==> src/rtl/ha_pkg.sv <==
// Shared constants for the half-adder block: default lane count and
// activity-counter width.
package ha_pkg;

  localparam int unsigned HA_WIDTH = 1;
  localparam int unsigned HA_CNT_W = 16;

endpackage

==> src/rtl/ha_sat_counter.sv <==
// Saturating up-counter with synchronous clear; clear wins over increment
// and the count sticks at all-ones instead of wrapping.
module ha_sat_counter
  import ha_pkg::*;
#(
  parameter int unsigned CNT_W = HA_CNT_W
) (
  input  logic             clk,
  input  logic             rst,
  input  logic             clr_i,
  input  logic             inc_i,
  output logic [CNT_W-1:0] cnt_o
);

  localparam logic [CNT_W-1:0] CNT_MAX = {CNT_W{1'b1}};
  localparam logic [CNT_W-1:0] CNT_ONE = CNT_W'(1'b1);

  logic [CNT_W-1:0] cnt_q;
  logic [CNT_W-1:0] cnt_d;

  // next-count selection: clear, saturating increment, or hold
  always_comb begin
    cnt_d = cnt_q;
    if (clr_i) begin
      cnt_d = {CNT_W{1'b0}};
    end else if (inc_i && (cnt_q != CNT_MAX)) begin
      cnt_d = cnt_q + CNT_ONE;
    end else begin
      cnt_d = cnt_q;
    end
  end

  // count register
  always_ff @(posedge clk or posedge rst) begin
    if (rst) begin
      cnt_q <= {CNT_W{1'b0}};
    end else begin
      cnt_q <= cnt_d;
    end
  end

  assign cnt_o = cnt_q;

endmodule

==> src/rtl/ha.sv <==
// Registered multi-lane half adder with per-register activity counters
// that count cycles in which the sum or carry register changed.
module ha
  import ha_pkg::*;
#(
  parameter int unsigned WIDTH = HA_WIDTH,
  parameter int unsigned CNT_W = HA_CNT_W
) (
  input  logic             clk,
  input  logic             rst,
  input  logic [WIDTH-1:0] a,
  input  logic [WIDTH-1:0] b,
  input  logic             in_valid,
  input  logic             clr_cnt,
  output logic [WIDTH-1:0] sum,
  output logic [WIDTH-1:0] carry,
  output logic             out_valid,
  output logic [CNT_W-1:0] sum_toggles,
  output logic [CNT_W-1:0] carry_toggles
);

  logic [WIDTH-1:0] sum_q;
  logic [WIDTH-1:0] sum_d;
  logic [WIDTH-1:0] carry_q;
  logic [WIDTH-1:0] carry_d;
  logic             valid_q;
  logic             valid_d;
  logic             sum_chg_s;
  logic             carry_chg_s;

  // lane-wise half add; registers hold when no new operands arrive
  always_comb begin
    sum_d   = sum_q;
    carry_d = carry_q;
    valid_d = in_valid;
    if (in_valid) begin
      sum_d   = a ^ b;
      carry_d = a & b;
    end else begin
      sum_d   = sum_q;
      carry_d = carry_q;
    end
    // any changed bit counts as a single toggle event
    sum_chg_s   = (sum_d != sum_q);
    carry_chg_s = (carry_d != carry_q);
  end

  // result registers
  always_ff @(posedge clk or posedge rst) begin
    if (rst) begin
      sum_q   <= {WIDTH{1'b0}};
      carry_q <= {WIDTH{1'b0}};
      valid_q <= 1'b0;
    end else begin
      sum_q   <= sum_d;
      carry_q <= carry_d;
      valid_q <= valid_d;
    end
  end

  ha_sat_counter #(
    .CNT_W (CNT_W)
  ) u_sum_cnt (
    .clk   (clk),
    .rst   (rst),
    .clr_i (clr_cnt),
    .inc_i (sum_chg_s),
    .cnt_o (sum_toggles)
  );

  ha_sat_counter #(
    .CNT_W (CNT_W)
  ) u_carry_cnt (
    .clk   (clk),
    .rst   (rst),
    .clr_i (clr_cnt),
    .inc_i (carry_chg_s),
    .cnt_o (carry_toggles)
  );

  assign sum       = sum_q;
  assign carry     = carry_q;
  assign out_valid = valid_q;

endmodule

==> config.mk <==
export PLATFORM = sky130hd
export DESIGN_NAME = ha
export DESIGN_NICKNAME = d
export VERILOG_FILES = /design/src/rtl/ha_pkg.sv /design/src/rtl/ha_sat_counter.sv /design/src/rtl/ha.sv
export SDC_FILE = /design/constraint.sdc
export NUM_CORES = 1
export LEC_CHECK = 0
export BUFFER_PORTS_ARGS = -buffer_cell sky130_fd_sc_hd__buf_2
export CORE_ASPECT_RATIO = 1.5
export CORE_MARGIN = 2
export CORE_UTILIZATION = 58
export CTS_CLUSTER_DIAMETER = 80
export CTS_CLUSTER_SIZE = 14
export DETAILED_ROUTE_END_ITERATION = 8
export PLACE_DENSITY = 0.84
export REMOVE_ABC_BUFFERS = 1
export SYNTH_ARGS = -nofsm -noshare
export SYNTH_HDL_FRONTEND = slang
export SYNTH_SLANG_ARGS = --single-unit
==> constraint.sdc <==
create_clock -name clk -period 3.2 [get_ports clk]
set_input_delay 0.32 -clock clk [delete_from_list [all_inputs] [get_ports clk]]
set_output_delay 0.32 -clock clk [all_outputs]
set_load 0.02 [all_outputs]
==> results.txt <==
Crit Path Max Fanout - 17
top cell type's share of synthesized area - 0.440
P_leak - 1.06 nW
post-synthesis sequential area ratio - 0.440
#FFs+latches synth - 35
gp weighted congestion - 0.799
All-Layer GR Usage - 0.246
row cnt - 26
Achievable Freq - 0.484 GHz
fin crit share - 0.645
pre-CTS WS - 1.12 ns
initial antenna violation count - 0
H-tree depth - 2
required time of the critical path - 3.38 ns
Hold Violations, Final - 0
Post-DRT Antenna Nets - 0
initial DRC count - 67
final setup fails - 0
Mapped Area - 0.00199 sq mm
DRC Markers - 0
Max-cap violations - 0
Root Buffer - clkbuf_8
hold-fix buffers at CTS - 0
CORE AREA - 0.00335 sq mm
total power - 0.867 mW
pin count of the biggest net entering global routing - 41
synth unique cells - 32
die outline width - 51.8 um
CTS Sinks - 35
die area - 0.00392 sq mm
outcome - finished clean
YS warnings - 0
dpl hpwl - 3.01 mm
clk_skew - 0.00854 ns
total gr overflow - 0
Fin Setup TNS - 0 ns
worst setup margin - 1.14 ns
post-CTS setup buffers - 0
Setup Crit Path Kind - reg -> reg
via count - 1804
post_cts resized - 0
number of global-route vias before repair - 1598
synthesized area per cell - 9.61 sq um
drt via density - 6.20
Num CTS Buffers - 5
unrepaired setup endpoints after global routing - no
VDD IR-drop max - 443 uV
FF-to-FF setup slack - 1.14 ns
layout cells sized above 1 - 0.273
Synth area leader - dfrtp_1
n_diodes - 0
reg2reg end - u_sum_cnt.cnt_o[11]$_DFFE_PP0P_
die height - 75.7 um
synth top area cells - dfrtp_1 44%, a21oi_1 5.8%, o31ai_1 5.7%
post-synthesis cell count - 207
Layout area overhead - 16.4%
final design utilization - 0.691
drt pass-1 iters - 4
first-pass GRT wire length - 7.14 mm
power per cell area - 374 mW/mm^2
clk_lat worst skew - 0.30 ns
# fillers - 302
starting utilization of the core area - 0.594
clock buffer depth - 2
Nets - 258
DRT Wirelength - 4.35 mm
CTS tree - yes
post-layout min period - 2.06 ns
IO Pins - 41
final slew viol count - 0
Slew headroom - 0.466
R2R depth - 5
Worst R2R Start - u_sum_cnt.cnt_o[0]$_DFFE_PP0P_
Worst-path clk slew - 0.07 ns
Critical Path Source Type - flip-flop
crit path capture type - flip-flop
worst slew pin tran - 0.800 ns
Port Buffers - 40
wire length per cell - 14.9 um
arrival time at the worst endpoint - 2.24 ns
HP Class - in -> async
## registers in the layout, indices dropped and copies added (netlist names)
name and flops:
carry 1, u_sum_cnt.cnt_o 16, u_carry_cnt.cnt_o 16, out_valid 1, sum 1
## final cells by class
type,instances,area [sq um],share of cell area
well taps,42,52.6,0.0227
repair buffers,42,215,0.0929
multi-input cells,159,1060,0.459
clock buffers,6,82.6,0.0357
flip-flops and latches,35,876,0.378
inverters,6,22.5,0.00972
clock inverters,1,5.00,0.00216
## power breakdown
| group | switching (mW) | internal [mW] | leakage [nW] | total (mW) |
|---|---|---|---|---|
| logic | 0.0537 | 0.0258 | 0.531 | 0.0796 |
| registers | 0.00939 | 0.450 | 0.482 | 0.460 |
| clock network | 0.159 | 0.169 | 0.0470 | 0.328 |
## through the flow
stage | instances | hold WS, ns | cell area [sq um]
floorplan | 200 | 0.351 | 1960
global placement | 284 | 0.508 | 2230
detailed placement | 284 | 0.512 | 2230
CTS | 291 | 0.198 | 2320
global route | 291 | 0.253 | 2320
finish | 291 | 0.164 | 2320
## logic make-up (layout without fill, tap and decap cells)
logic type	Yosys count	after routing	share of synthesized area
fa+ha+maj	3	3	0.0189
buf+inv	13	55	0.0258
flops	35	35	0.440
mux	10	10	0.0560
compound gates	48	48	0.144
xor+xnor	2	2	0.0164
simple gates	96	96	0.299
## cells in the final DEF (no fill, tap or decap), drive strengths merged
master	netlist	final
dfrtp	35	35
nor3	8	8
nand3	11	11
buf	2	42
and2	4	4
and4	3	3
or3	6	6
clkbuf	5	6
a41o	1	1
nand2	8	8
or2	2	2
mux2i	1	1
nor2	10	10
o21ai	6	6
a21oi	23	23
or4	14	14
nand4	13	13
nor4	3	3
nand2b	2	2
nor2b	7	7
and3	5	5
inv	6	6
clkinv	0	1
o31ai	15	15
a31oi	3	3
xor2	2	2
mux2	9	9
ha	3	3
## worst max-delay path, cell delays in order, from the launching register on
cell and delay, ns:
dfrtp_1 0.41, ha_1 0.21, nand4_1 0.20, nor4_4 0.72, nor3_1 0.12, mux2_2 0.30
## Yosys cell counts
cell type,number
dfrtp_1,35
a21oi_1,23
o31ai_1,15
or4_1,14
nand3_1,11
nand4_1,10
nor2_1,10
mux2_2,9
nand2_1,8
nor3_1,8
nor2b_1,7
inv_1,6
o21ai_0,6
clkbuf_1,5
and2_1,4
and3_1,4
or3_1,4
a31oi_1,3
and4_1,3
ha_1,3
nand4_2,3
buf_2,2
nand2b_1,2
nor4_1,2
or3_2,2
xor2_2,2
a41o_1,1
and3_2,1
mux2i_1,1
nor4_4,1
or2_1,1
or2_2,1
## worst max-delay path by stage
stage                                           from                                end  slack (ns)  cells after the start
global route          u_sum_cnt.cnt_o[0]$_DFFE_PP0P_    u_sum_cnt.cnt_o[11]$_DFFE_PP0P_        0.97                      5
global placement                                   a  u_carry_cnt.cnt_o[14]$_DFFE_PP0P_        1.16                      6
floorplan           u_carry_cnt.cnt_o[0]$_DFFE_PP0P_   u_carry_cnt.cnt_o[0]$_DFFE_PP0P_        1.00                      5
CTS                   u_sum_cnt.cnt_o[0]$_DFFE_PP0P_    u_sum_cnt.cnt_o[11]$_DFFE_PP0P_        1.14                      5
detailed placement                                 a    u_sum_cnt.cnt_o[14]$_DFFE_PP0P_        1.12                      6
finish                u_sum_cnt.cnt_o[0]$_DFFE_PP0P_    u_sum_cnt.cnt_o[11]$_DFFE_PP0P_        1.14                      5
## metal layers
layer,part of all wire,vias up,track usage
met5,0,-,0
met4,0.030,0,0.135
met3,0.042,12,0.0549
met2,0.52,53,0.418
met1,0.41,866,0.288
li1,-,873,-
No activity file was read; power rests on OpenSTA's default activity.
